`src/rtl/nor_decoder_sweep_ctrl.sv`:
```
// rtl/nor_decoder_sweep_ctrl.sv - truth-table sweep controller for the 2-input NOR-decoder block
`timescale 1ns/1ps
// Purpose: drives the four {r1,r0} vectors (0,1,2,3) into the NOR-decoder logic
// block. Each vector is held for SETTLE_CYC settle cycles plus one sample cycle.
// In the sample cycle out24/out25/out26 are compared against the expected truth
// table, and any mismatch is flagged per vector.
// Optional feature: define NOR_SWEEP_ERRLOG_EN to add a first-mismatch error log.
// Ports:
//   clk_i, rst_i                       clock, asynchronous active-high reset
//   start_i, abort_i                   sweep request (IDLE only) / sweep cancel
//   out24_i, out25_i, out26_i          logic-block outputs under test
//   r1_drv_o, r0_drv_o                 registered drive of logic-block inputs
//   busy_o                             high while settling or sampling
//   done_o                             one-cycle pulse on sweep completion
//   pass_o                             all four vectors matched
//   fail_mask_o                        bit v set if vector v mismatched
//   err_valid_o, err_vec_o, err_obs_o  (errlog) first mismatching vector and
//                                      the {out24,out25,out26} observed for it
module nor_decoder_sweep_ctrl #(
  parameter int unsigned SETTLE_CYC = 8
) (
  input  logic       clk_i,
  input  logic       rst_i,
  input  logic       start_i,
  input  logic       abort_i,
  input  logic       out24_i,
  input  logic       out25_i,
  input  logic       out26_i,
  output logic       r1_drv_o,
  output logic       r0_drv_o,
  output logic       busy_o,
  output logic       done_o,
  output logic       pass_o,
  output logic [3:0] fail_mask_o
`ifdef NOR_SWEEP_ERRLOG_EN
  ,
  output logic       err_valid_o,
  output logic [1:0] err_vec_o,
  output logic [2:0] err_obs_o
`endif
);

  typedef enum logic [1:0] {ST_IDLE, ST_SETTLE, ST_SAMPLE, ST_DONE} state_t;

  localparam logic [15:0] CNT_RELOAD = 16'(SETTLE_CYC - 1);

  state_t      state_q, state_d;
  logic [15:0] cnt_q, cnt_d;
  // While busy the drive register doubles as the vector index.
  logic [1:0]  drv_q, drv_d;
  logic [3:0]  mask_q, mask_d;
  logic        pass_q, pass_d;
  logic [2:0]  obs;
  logic        accept;
  logic        mism;

  function automatic logic [2:0] expected(input logic [1:0] v);
    return {~(v[1] & v[0]), ~(~v[1] & v[0]), ~(v[1] & ~v[0])};
  endfunction

  assign obs    = {out24_i, out25_i, out26_i};
  assign accept = start_i & ~abort_i;
  assign mism   = (obs != expected(drv_q));

  // State register
  always_ff @(posedge clk_i or posedge rst_i) begin
    if (rst_i) state_q <= ST_IDLE;
    else       state_q <= state_d;
  end

  // Next-state logic
  always_comb begin
    state_d = state_q;
    case (state_q)
      ST_IDLE: begin
        if (accept) state_d = ST_SETTLE;
      end
      ST_SETTLE: begin
        if (abort_i)             state_d = ST_IDLE;
        else if (cnt_q == 16'd0) state_d = ST_SAMPLE;
      end
      ST_SAMPLE: begin
        if (abort_i)             state_d = ST_IDLE;
        else if (drv_q == 2'd3)  state_d = ST_DONE;
        else                     state_d = ST_SETTLE;
      end
      default: state_d = ST_IDLE;
    endcase
  end

  // Outputs decoded from state
  always_comb begin
    busy_o = (state_q == ST_SETTLE) || (state_q == ST_SAMPLE);
    done_o = (state_q == ST_DONE);
  end

  // Datapath next values
  always_comb begin
    cnt_d  = cnt_q;
    drv_d  = drv_q;
    mask_d = mask_q;
    pass_d = pass_q;
    case (state_q)
      ST_IDLE: begin
        if (abort_i) begin
          pass_d = 1'b0;
        end else if (start_i) begin
          cnt_d  = CNT_RELOAD;
          drv_d  = 2'd0;
          mask_d = 4'd0;
          pass_d = 1'b0;
        end
      end
      ST_SETTLE: begin
        if (abort_i) begin
          drv_d  = 2'd0;
          pass_d = 1'b0;
        end else if (cnt_q != 16'd0) begin
          cnt_d = cnt_q - 16'd1;
        end
      end
      ST_SAMPLE: begin
        // An abort here discards this cycle's comparison.
        if (abort_i) begin
          drv_d  = 2'd0;
          pass_d = 1'b0;
        end else begin
          if (mism) mask_d[drv_q] = 1'b1;
          if (drv_q == 2'd3) begin
            drv_d  = 2'd0;
            pass_d = (mask_d == 4'd0);  // includes the bit set just above
          end else begin
            drv_d = drv_q + 2'd1;
            cnt_d = CNT_RELOAD;
          end
        end
      end
      default: drv_d = 2'd0;
    endcase
  end

  always_ff @(posedge clk_i or posedge rst_i) begin
    if (rst_i) begin
      cnt_q  <= 16'd0;
      drv_q  <= 2'd0;
      mask_q <= 4'd0;
      pass_q <= 1'b0;
    end else begin
      cnt_q  <= cnt_d;
      drv_q  <= drv_d;
      mask_q <= mask_d;
      pass_q <= pass_d;
    end
  end

  assign r1_drv_o    = drv_q[1];
  assign r0_drv_o    = drv_q[0];
  assign pass_o      = pass_q;
  assign fail_mask_o = mask_q;

`ifdef NOR_SWEEP_ERRLOG_EN
  logic       ev_q, ev_d;
  logic [1:0] evec_q, evec_d;
  logic [2:0] eobs_q, eobs_d;

  // Only the first mismatch of a sweep is kept.
  always_comb begin
    ev_d   = ev_q;
    evec_d = evec_q;
    eobs_d = eobs_q;
    if ((state_q == ST_IDLE) && accept) begin
      ev_d   = 1'b0;
      evec_d = 2'd0;
      eobs_d = 3'd0;
    end else if ((state_q == ST_SAMPLE) && !abort_i && mism && !ev_q) begin
      ev_d   = 1'b1;
      evec_d = drv_q;
      eobs_d = obs;
    end
  end

  always_ff @(posedge clk_i or posedge rst_i) begin
    if (rst_i) begin
      ev_q   <= 1'b0;
      evec_q <= 2'd0;
      eobs_q <= 3'd0;
    end else begin
      ev_q   <= ev_d;
      evec_q <= evec_d;
      eobs_q <= eobs_d;
    end
  end

  assign err_valid_o = ev_q;
  assign err_vec_o   = evec_q;
  assign err_obs_o   = eobs_q;
`endif

endmodule

```
`config.mk`:
```
export PLATFORM = sky130hd
export DESIGN_NAME = nor_decoder_sweep_ctrl
export DESIGN_NICKNAME = d
export VERILOG_FILES = /design/src/rtl/nor_decoder_sweep_ctrl.sv
export SDC_FILE = /design/constraint.sdc
export NUM_CORES = 1
export LEC_CHECK = 0
export ABC_AREA = 1
export BUFFER_PORTS_ARGS = -buffer_cell sky130_fd_sc_hd__clkbuf_2
export CORE_ASPECT_RATIO = 1.1
export CORE_MARGIN = 2
export CORE_UTILIZATION = 59
export CTS_CLUSTER_SIZE = 30
export DETAILED_ROUTE_END_ITERATION = 10
export GPL_TIMING_DRIVEN = 0
export PLACE_DENSITY = 0.79
export SLEW_MARGIN = 0
export SYNTH_ARGS = -nofsm -noshare
export SYNTH_HDL_FRONTEND = slang
export SYNTH_SLANG_ARGS = --single-unit
export TNS_END_PERCENT = 50
```
`constraint.sdc`:
```
create_clock -name clk_i -period 2 [get_ports clk_i]
set_input_delay 0.2 -clock clk_i [delete_from_list [all_inputs] [get_ports clk_i]]
set_output_delay 0.2 -clock clk_i [all_outputs]
set_load 0.02 [all_outputs]
```
# [Word-level counts from Yosys, hierarchy flattened]
# Index checks and enable logic that the tools add are counted.
[totals] ff_bits=25 inputBits=7 output_inout_bits=9 elab_cells=83
[op_classes] add_sub_neg=2 magnitude_cmp=2 eq_ne=16 mux=34 bitwise_logic=11 n_reduce_logical=13
[op_table] cell="16-bit two-way mux" count=6
[op_table] cell="16-bit case mux with 3 select lines" count=1
[op_table] cell="4-bit two-way mux" count=6
[op_table] cell="2-bit two-way mux" count=10
[op_table] cell="16-bit logical NOT" count=1
[op_table] cell="16-bit nonzero test" count=1
[op_table] cell="16-bit by 1-bit subtractor with 16-bit output, second input constant" count=1
[op_table] cell="2-bit != test, second input constant" count=7
[op_table] cell="2-bit case mux with 3 select lines" count=2
[op_table] cell="3-bit != test, second input constant" count=3
[op_table] cell="4-bit case mux with 2 select lines" count=1
[op_table] cell="4-bit AND reduction" count=2
[op_table] cell="7-bit AND reduction" count=1
[op_table] cell="2-bit == test, second input constant" count=3
[op_table] cell="1-bit two-way mux" count=6
[op_table] cell="1-bit inverter" count=6
[op_table] cell="1-bit bitwise AND" count=4
[op_table] cell="4-bit logical NOT" count=1
[op_table] cell="4-bit OR" count=1
[op_table] cell="2-bit by 3-bit less-than comparator with 1-bit output, second input constant" count=1
[op_table] cell="3-bit != test" count=1
[op_table] cell="1-bit case mux with 3 select lines" count=1
[op_table] cell="3-bit AND reduction" count=1
[op_table] cell="3-bit nonzero test" count=1
[op_table] cell="10 further kinds" count=10

# [Longest topological paths before layout]
# Gate-level depths: netlist of the first run.
[logic_depth] ltp_word=12 depth_mapped=11 depth_no_buf=11

# [Worst setup path before layout of the first run]
# Ideal clock, no wire load.
[synth_path] path_type="reg-to-reg" startpoint="reg drv_q[1]" endpoint="reg cnt_q[14]" setup_ps=117 arrival_time_ps=1531 required_ps=1883 path_slack_ps=352 path_stages_with_launch=9 path_buffers=1 synth_period_minus_slack_ps=1648 cell_sequence="dfrtp_1 -> ha_1 -> nand2_1 -> inv_1 -> nor2_1 -> nand3_1 -> buf_2 -> nand3_1 -> nand2_1"
[synth_between] elab_chain_cells=3
[synth_rtl] element="from (decl)" line_no="50" text="logic [1:0] drv_q, drv_d;"
[synth_rtl] element="from (signal assigned)" line_no="150" text="drv_q <= drv_d;"
[synth_rtl] element="2-bit == test" line_no="129" text="if (drv_q == 2'd3) begin"
[synth_rtl] element="2-bit != test (no source line)"
[synth_rtl] element="7-bit AND reduction (no source line)"
[synth_rtl] element="to (signal assigned)" line_no="149" text="cnt_q <= cnt_d;"
[synth_rtl] element="to (decl)" line_no="48" text="logic [15:0] cnt_q, cnt_d;"
# No other way between the ends.
# A chain may end at the register's enable or synchronous reset.

# [Worst setup path in the final report of the first run]
[layout_path] startpoint="reg state_q[0]" endpoint="reg cnt_q[12]"
[layout_between] elab_chain_cells=3 word_cells_on_any_way=12 cone_classes="eq/ne: 8; mux: 1; reduce/logical: 3"
[layout_rtl] element="from (decl)" line_no="47" text="state_t state_q, state_d;"
[layout_rtl] element="from (signal assigned)" line_no="68" text="else state_q <= state_d;"
[layout_rtl] element="2-bit by 1-bit == test with 1-bit output, or another cell as far along" line_no="103" text="case (state_q)"
[layout_rtl] element="2-bit by 1-bit != test with 1-bit output (no source line), or another cell as far along"
[layout_rtl] element="7-bit AND reduction (no source line)"
# Several ways; a longest one is shown, not always the timed one.

==> results.yml, run 1 <==
synthesis:
  yosys_most_used_dff: "dfrtp_1"
  synth_area_per_cell_sq_um: 6.45
  synthCells: 276
  synth-edff-count: 0
  ys_ff_latch: 25
  synthesis.nets: 292
  synth.area.top_cells: "dfrtp_1 (35%), nand2_1 (21%), nor2_1 (9.7%), nand3_1 (9.3%), inv_1 (7.6%)"
  yosysWarningCount: 0
  synthArstFlopShare: 1.00
  ys_types: 23
  yosysMostFrequentCell: "nand2_1"
  yosysTopAreaCell: "dfrtp_1"
  synthTopCellsByCount: "nand2_1 (98), nor2_1 (46), inv_1 (36)"
  ys_seq_area_frac: 0.352
  synth.top_cell.area_share: 0.352
  mappedNetlistArea_sq_mm: 0.00178
cells_and_area:
  fin_util: 0.683
  final_nets: 312
  fin_cells: 328
  fillCellCount: 278
  area_growth_pct: 8.58
  drive_above_1_share: 0.0983
  insertedDiodeCount: 0
worst_setup_path:
  path_max_fanout: 10
  crit_path_top_delay_cell: "dfrtp_1"
  crit_start: "state_q[0]"
  cp_top_family: "simple AND/OR/NAND/NOR gates"
  r2r_setup_slack_ns: 0.18
  timing.rr.end: "cnt_q[12]"
  rr_worst_depth: 9
  worstPathRequired_ns: 2.22
  arrival_ns: 2.04
  end_kind: "flip-flop"
  path_cells: "inv_1 > ha_1 > a21oi_2 > nand2_1 > nor3_2 > nand2_2 > buf_2 > nand3_1 > nand2_1"
  cpPeakStageDelay_ns: 0.41
  reg2reg_from: "state_q[0]"
  crit_type: "flip-flop to flip-flop"
  worst-path-buf-inv: 2
  critPathLaunchType: "flip-flop"
  crit_top_cell: "nand2_1"
cts:
  clk_pin_slew_worst_paths_ns: 0.14
  post_cts_resized: 0
  clockBufferDepth: 2
  clock-sinks: 25
  hold_buffers: 0
  root_buffer: "clkbuf_4"
  cts_setup_buffers: 0
  insertion_delay_ns: 0.32
  htreeDepth: 1
  cts_made_buffers: 3
  cts_tree: "built"
place:
  dp_hpwl_um: 2760
  place_inst: 324
  gp_congestion: 0.894
  numPortBuffers: 15
floorplan:
  chipHeight_um: 61.6
  ios: 16
  rows: 20
  die-area_sq_mm: 0.00347
  core_sq_mm: 0.00283
  start_util: 0.629
  fp.dieW_um: 56.4
global_route:
  antenna_found_initial: 0
  overflow: 0
  gr-usage-all-layers: 0.237
  grt_max_degree: 26
  grt_pass1_wl_um: 6490
  grt_pass1_vias: 1510
drt:
  routedWlPerCell_um: 11.3
  vias: 1652
  drt_iter0_drc: 82
  routed_via_density: 5.04
  wl_um: 3710
  drtPass1Iterations: 4
  ant_nets: 0
  drc: 0
sta:
  worst_slew_pin_slew_ns: 0.950
  min_period_ns: 1.82
  period_share: 0.911
  final_max_slew_viol_count: 0
  grt_setup_unrepaired: "false"
  max-slew-margin-rel: 0.366
  max_freq_mhz: 549
  hold_violations: 0
  setup_viol: 0
  fin_tns_setup_ns: 0
  fin_skew_ns: 0.00409
outcome:
  status: "finished, final reports clean"
min_path:
  hold_class: "primary input to asynchronous set/reset pin"
flow_run:
  drv_cap: 0
pwr:
  p_leak_uw: 0.00110
  power_density_mw_per_mm2: 1360
  irDropWorstVdd_mv: 0.899
layout make-up:
cell class / count / area [sq um] / area share
multi-input combinational: 211 / 1000 / 0.519
sequential: 25 / 626 / 0.324
inverter: 36 / 135 / 0.0699
timing repair buffer: 15 / 75.1 / 0.0389
tap: 33 / 41.3 / 0.0214
buffer: 4 / 25.0 / 0.0130
clock buffer: 3 / 22.5 / 0.0117
clock inverter: 1 / 5.00 / 0.00259
worst max path at each step:
| stage | to | slack [ns] | cells past startpoint |
|---|---|---|---|
| floorplan | cnt_q[14] | 0.35 | 8 |
| detailed placement | cnt_q[9] | 0.22 | 9 |
| global route | cnt_q[12] | 0.03 | 10 |
| CTS | cnt_q[12] | 0.17 | 9 |
| global placement | cnt_q[12] | 0.23 | 9 |
| finish | cnt_q[12] | 0.18 | 9 |
layer usage:
layer,up-vias,GRT usage,part of all wire
li1,898,-,-
met1,724,0.318,0.51
met2,26,0.408,0.45
met3,4,0.0252,0.025
met4,0,0.0816,0.012
met5,-,0,0
flip-flops by register name, summed over array words and instances (netlist names):
name	flops
pass_o	1
drv_q	2
state_q	2
fail_mask_o	4
cnt_q	16
logic make-up after synthesis:
| group | synth area share |
|---|---|
| AO/OA/AOI/OAI | 0.0450 |
| XOR/XNOR | 0.0148 |
| adder cells (fa/ha/maj) | 0.0633 |
| buffers and inverters | 0.0900 |
| flip-flops | 0.352 |
| AND/OR/NAND/NOR | 0.435 |
metrics by stage:
stage               setup WS [ns]  total power (uW)  instance area [sq um]  hold WS [ns]
floorplan                   0.352              2030                   1780         0.227
global placement            0.233              2350                   1900         0.436
detailed placement          0.223              2380                   1900         0.434
CTS                         0.171              2610                   1920        0.0725
global route               0.0326              2920                   1930         0.128
finish                      0.179              2620                   1930        0.0534
power by group:
part	switching, uW	internal (uW)	total (uW)
registers	131	635	766
logic	1100	526	1630
clock network	153	74.8	228
placed cells by master, fill, tap and decap left out, types with 3 or more instances in the layout:
cell / instances
a22oi_1: 3
ha_1: 9
clkbuf_2: 15
o21ai_0: 4
nand3_1: 32
dfrtp_1: 25
nand2_1: 98
inv_1: 36
nor3b_1: 3
clkbuf_4: 3
nor2_1: 46
Note: power is estimated with default switching activity, not from simulation.
==> run 2: changes to the inputs <==
CORE_UTILIZATION = 40   (was 59)
PLACE_DENSITY = not set   (was 0.79)
==> results.yml, run 2 (synthesis gave the netlist of run 1 again) <==
worst_setup_path:
  cpPeakStageDelay_ns: 0.38
  rr_worst_depth: 9
  path_cells: "inv_1 > ha_1 > nand2_1 > inv_1 > nor2_1 > nand3_1 > buf_2 > nand3_1 > nand2_1"
  end_kind: "flip-flop"
  timing.rr.end: "cnt_q[10]"
  crit_end: "cnt_q[10]"
  arrival_ns: 1.96
  reg2reg_from: "state_q[0]"
  path_depth: 9
  crit_path_top_delay_cell: "dfrtp_1"
  crit_start: "state_q[0]"
  r2r_setup_slack_ns: 0.21
  worst-path-buf-inv: 3
  path_max_fanout: 10
  worstPathRequired_ns: 2.17
  critPathLaunchType: "flip-flop"
  cp_top_family: "simple AND/OR/NAND/NOR gates"
  crit_type: "flip-flop to flip-flop"
cells_and_area:
  top_register: "cnt_q"
  final_nets: 312
  final_cell_area_sq_mm: 0.00197
  final_common_cell: "nand2_1"
  drive_above_1_share: 0.0915
  fin_util: 0.460
  largest_reg_flops: 16
  mostFrequentLayoutCells: "nand2_1 (98), nor2_1 (46), inv_1 (36)"
  insertedDiodeCount: 0
  area_growth_pct: 10.8
sta:
  max_freq_mhz: 558
  holdWs_ns: 0.118
  period_share: 0.896
  fin_skew_ns: 0.00464
  min_period_ns: 1.79
  max-slew-margin-rel: 0.350
  worst_slew_pin_slew_ns: 0.974
  hold_violations: 0
  final_max_slew_viol_count: 0
  setup_viol: 0
  grt_setup_unrepaired: "false"
  fin_tns_setup_ns: 0
drt:
  drc: 0
  routedWlPerCell_um: 11.3
  drtPass1Iterations: 4
  drt_iter0_drc: 92
  ant_nets: 0
  wl_um: 3950
  vias: 1664
  routed_via_density: 4.77
global_route:
  gr-usage-all-layers: 0.187
  grt_pass1_vias: 1626
  grt_pass1_wl_um: 7200
  antenna_found_initial: 0
  grt_max_degree: 26
  overflow: 0
cts:
  htreeDepth: 1
  clock-sinks: 25
  clockBufferDepth: 2
  hold_buffers: 0
  clk_pin_slew_worst_paths_ns: 0.09
  root_buffer: "clkbuf_8"
  insertion_delay_ns: 0.28
  cts_tree: "built"
  cts_made_buffers: 3
floorplan:
  rows: 25
  die-area_sq_mm: 0.00500
  core_sq_mm: 0.00429
  fp.dieW_um: 67.6
  ios: 16
  chipHeight_um: 74.0
  start_util: 0.415
outcome:
  status: "finished, final reports clean"
pwr:
  irDropWorstVdd_mv: 0.602
  power_density_mw_per_mm2: 1370
  p_leak_uw: 0.00110
  power.total_uw: 2710
place:
  gp_congestion: 0.836
  numPortBuffers: 15
  dp_hpwl_um: 3050
  dpl_cell_area_sq_mm: 0.00192
min_path:
  hold_class: "primary input to asynchronous set/reset pin"
flow_run:
  drv_cap: 0
run 2: changes by cell type in the layout (fill, tap and decap cells not counted):
cell,before,now
nand3_1,32,33
ha_1,9,8
clkbuf_1,1,2
clkbuf_8,0,3
ha_2,0,1
buf_2,2,1
a21oi_2,1,0
a21oi_1,2,3
nand3_2,1,0
clkbuf_4,3,1
clkinv_2,1,0
run 2: layout make-up:
| cell class | instances | area (sq um) |
|---|---|---|
| buffer | 4 | 27.5 |
| clock buffer | 4 | 45.0 |
| fill | 436 | 2310 |
| inverter | 36 | 135 |
| multi-input combinational | 211 | 996 |
| sequential | 25 | 626 |
| tap | 54 | 67.6 |
| timing repair buffer | 15 | 75.1 |
run 2: worst min-delay path by stage:
stage	startpoint	end	depth (start not counted)	slack [ns]
2_1_floorplan	rst_i	cnt_q[0]	1	0.23
3_3_place_gp	rst_i	cnt_q[7]	2	0.47
3_5_place_dp	rst_i	cnt_q[7]	2	0.47
4_1_cts	rst_i	cnt_q[7]	2	0.17
5_1_grt	rst_i	cnt_q[9]	2	0.24
6_report	rst_i	cnt_q[11]	2	0.12
run 2: layer usage:
metal	up-vias	global-route usage	wire length, um
met4	0	0.0816	69
li1	891	-	-
met3	4	0.0197	97
met1	750	0.244	1940
met2	19	0.312	1850
met5	-	0	0
run 2: per-stage QoR:
stage / cells / setup slack (ns)
2_1_floorplan: 276 / 0.352
3_3_place_gp: 345 / 0.194
3_5_place_dp: 345 / 0.191
4_1_cts: 349 / 0.178
5_1_grt: 349 / 0.0101
6_report: 349 / 0.209
run 2: where the power goes:
group | leakage, uW | switching (uW) | internal [uW]
Clock | 0.0000228 | 170 | 143
Sequential | 0.000336 | 132 | 636
Combinational | 0.000745 | 1100 | 528
Total | 0.00110 | 1400 | 1310
run 2: timing repair:
action / in CTS / in global routing
gates resized for setup: 0 / 2
setup endpoints to repair: 0 / 10
buffers inserted: 0 / 0
==> run 3: changes to the inputs <==
BUFFER_PORTS_ARGS = not set   (was -buffer_cell sky130_fd_sc_hd__clkbuf_2)
DONT_BUFFER_PORTS = 1   (was not set)
GPL_TIMING_DRIVEN = 1   (was 0)
clock period = 1.6 ns   (was 2 ns; I/O delays follow)
==> results.yml, run 3 (synthesis gave the netlist of run 1 again) <==
outcome:
  status: "finished, final reports clean"
drt:
  routedWlPerCell_um: 12.4
  met1_length_um: 1980
  route.top_layer_used: "met4"
  routed_via_density: 4.91
  drc: 0
  wl_met3_um: 117
  wl_met2_um: 2290
  vias: 1767
  drt_iter0_drc: 119
  drtPass1Iterations: 4
  ant_nets: 0
  wl_um: 4460
sta:
  min_period_ns: 1.57
  setup_viol: 0
  fin_tns_setup_ns: 0
  period_share: 0.983
  grt_setup_unrepaired: "true"
  hold_violations: 0
  fin_skew_ns: 0.00290
  max_freq_mhz: 636
  final_max_slew_viol_count: 0
  fin_ws_ns: 0.0275
  max-slew-margin-rel: 0.777
  worst_slew_pin_slew_ns: 0.335
place:
  place_ws_ns: -0.0636
  dpl_cell_area_sq_mm: 0.00200
  numPortBuffers: 0
  dp_hpwl_um: 3050
  place_inst: 349
  gp_congestion: 0.836
worst_setup_path:
  arrival_ns: 1.75
  rr_worst_depth: 8
  cpPeakStageDelay_ns: 0.47
  end_kind: "flip-flop"
  crit_type: "flip-flop to flip-flop"
  timing.rr.end: "cnt_q[4]"
  critPathLaunchType: "flip-flop"
  crit_path_top_delay_cell: "dfrtp_2"
  path_max_fanout: 6
  reg2reg_from: "state_q[1]"
  crit_top_cell: "nand2_1"
  r2r_setup_slack_ns: 0.03
  worstPathRequired_ns: 1.77
  path_cells: "ha_4 > nand2_1 > inv_1 > nor2_2 > nand3_4 > buf_6 > nand3_1 > nand2_1"
global_route:
  overflow: 0
  grt_pass1_vias: 1674
  gr-usage-all-layers: 0.189
  antenna_found_initial: 0
  grt_pass1_wl_um: 7330
  grt_max_degree: 26
floorplan:
  ios: 16
  start_util: 0.415
  fp.dieW_um: 67.6
  rows: 25
  chipHeight_um: 74.0
  die-area_sq_mm: 0.00500
  core_sq_mm: 0.00429
pwr:
  irDropWorstVdd_mv: 1.26
  power_density_mw_per_mm2: 1830
  p_leak_uw: 0.00120
cells_and_area:
  drive_above_1_share: 0.271
  fin_util: 0.550
  ff_latch_area_sq_um: 627
  fillCellCount: 388
  final_cell_area_sq_mm: 0.00236
  fin_cells: 360
  insertedDiodeCount: 0
  largest_reg_flops: 16
  top_register: "cnt_q"
  multi_input_area_sq_mm: 0.00122
  final_nets: 323
  mostFrequentLayoutCells: "nand2_1 (89), nor2_1 (37), inv_1 (30)"
  area_growth_pct: 32.4
  final_common_cell: "nand2_1"
cts:
  root_buffer: "clkbuf_8"
  cts_tree: "built"
  clk_pin_slew_worst_paths_ns: 0.09
  cts_made_buffers: 3
  clockBufferDepth: 2
  htreeDepth: 1
  insertion_delay_ns: 0.27
  clock-sinks: 25
flow_run:
  drv_cap: 0
min_path:
  min_to: "state_q[1]"
  hold_class: "primary input to flip-flop"
  hp-start: "abort_i"
  hold_depth: 3
==> run 3: changes by cell type in the layout (fill, tap and decap cells not counted), sizes merged <==
cell / change
buf: +27
clkbuf: -17
dlygate4sd3: +1
==> run 3: final cells by class <==
cell class / count / share of cell area
Multi-Input combinational cell: 211 / 0.517
Sequential cell: 25 / 0.266
Timing Repair Buffer: 30 / 0.109
Inverter: 36 / 0.0595
Tap cell: 54 / 0.0287
Clock buffer: 4 / 0.0191
==> run 3: how the worst max path moves through the flow <==
stage / to / startpoint / slack [ns] / depth (start not counted)
floorplan: cnt_q[10] / state_q[0] / 0.004 / 9
global placement: cnt_q[14] / state_q[0] / -0.03 / 9
detailed placement: cnt_q[9] / state_q[0] / -0.06 / 9
CTS: cnt_q[7] / state_q[0] / -0.02 / 9
global route: pass_o / drv_q[1] / -0.07 / 12
finish: cnt_q[4] / state_q[1] / 0.03 / 8
==> run 3: worst max-delay path, delay by kind of cell, from the launching register on <==
family                     cells  cell delay, ns
buffers and inverters          2            0.26
and+or+nand+nor                5            0.55
DFF                            1            0.47
adders and majority gates      1            0.19
==> run 3: stage by stage <==
stage                     hold slack (ns)  power [uW]
after CTS                           0.103        3900
after floorplan                     0.187        2550
after detailed placement            0.131        3280
after global placement              0.133        3290
after global routing               0.0913        4700
final                              0.0785        4310
==> run 3: report_power, final <==
part / switching, uW / internal [uW]
Combinational: 1720 / 1200
Sequential: 199 / 797
Clock: 214 / 179
==> run 3: what timing repair did <==
action,4_1_cts,5_1_grt
endpoints found under the setup margin,21,24
endpoints found under the hold margin,25,0
gates cloned,0,0
pin swaps,4,21
hold buffers,1,0
setup buffers,4,2
resized for setup,16,51
==> run 3: routing by layer <==
layer,track usage,vias to the layer above
met4,0.0703,0
met3,0.0272,9
li1,-,918
met5,0,-
met1,0.245,809
met2,0.318,31
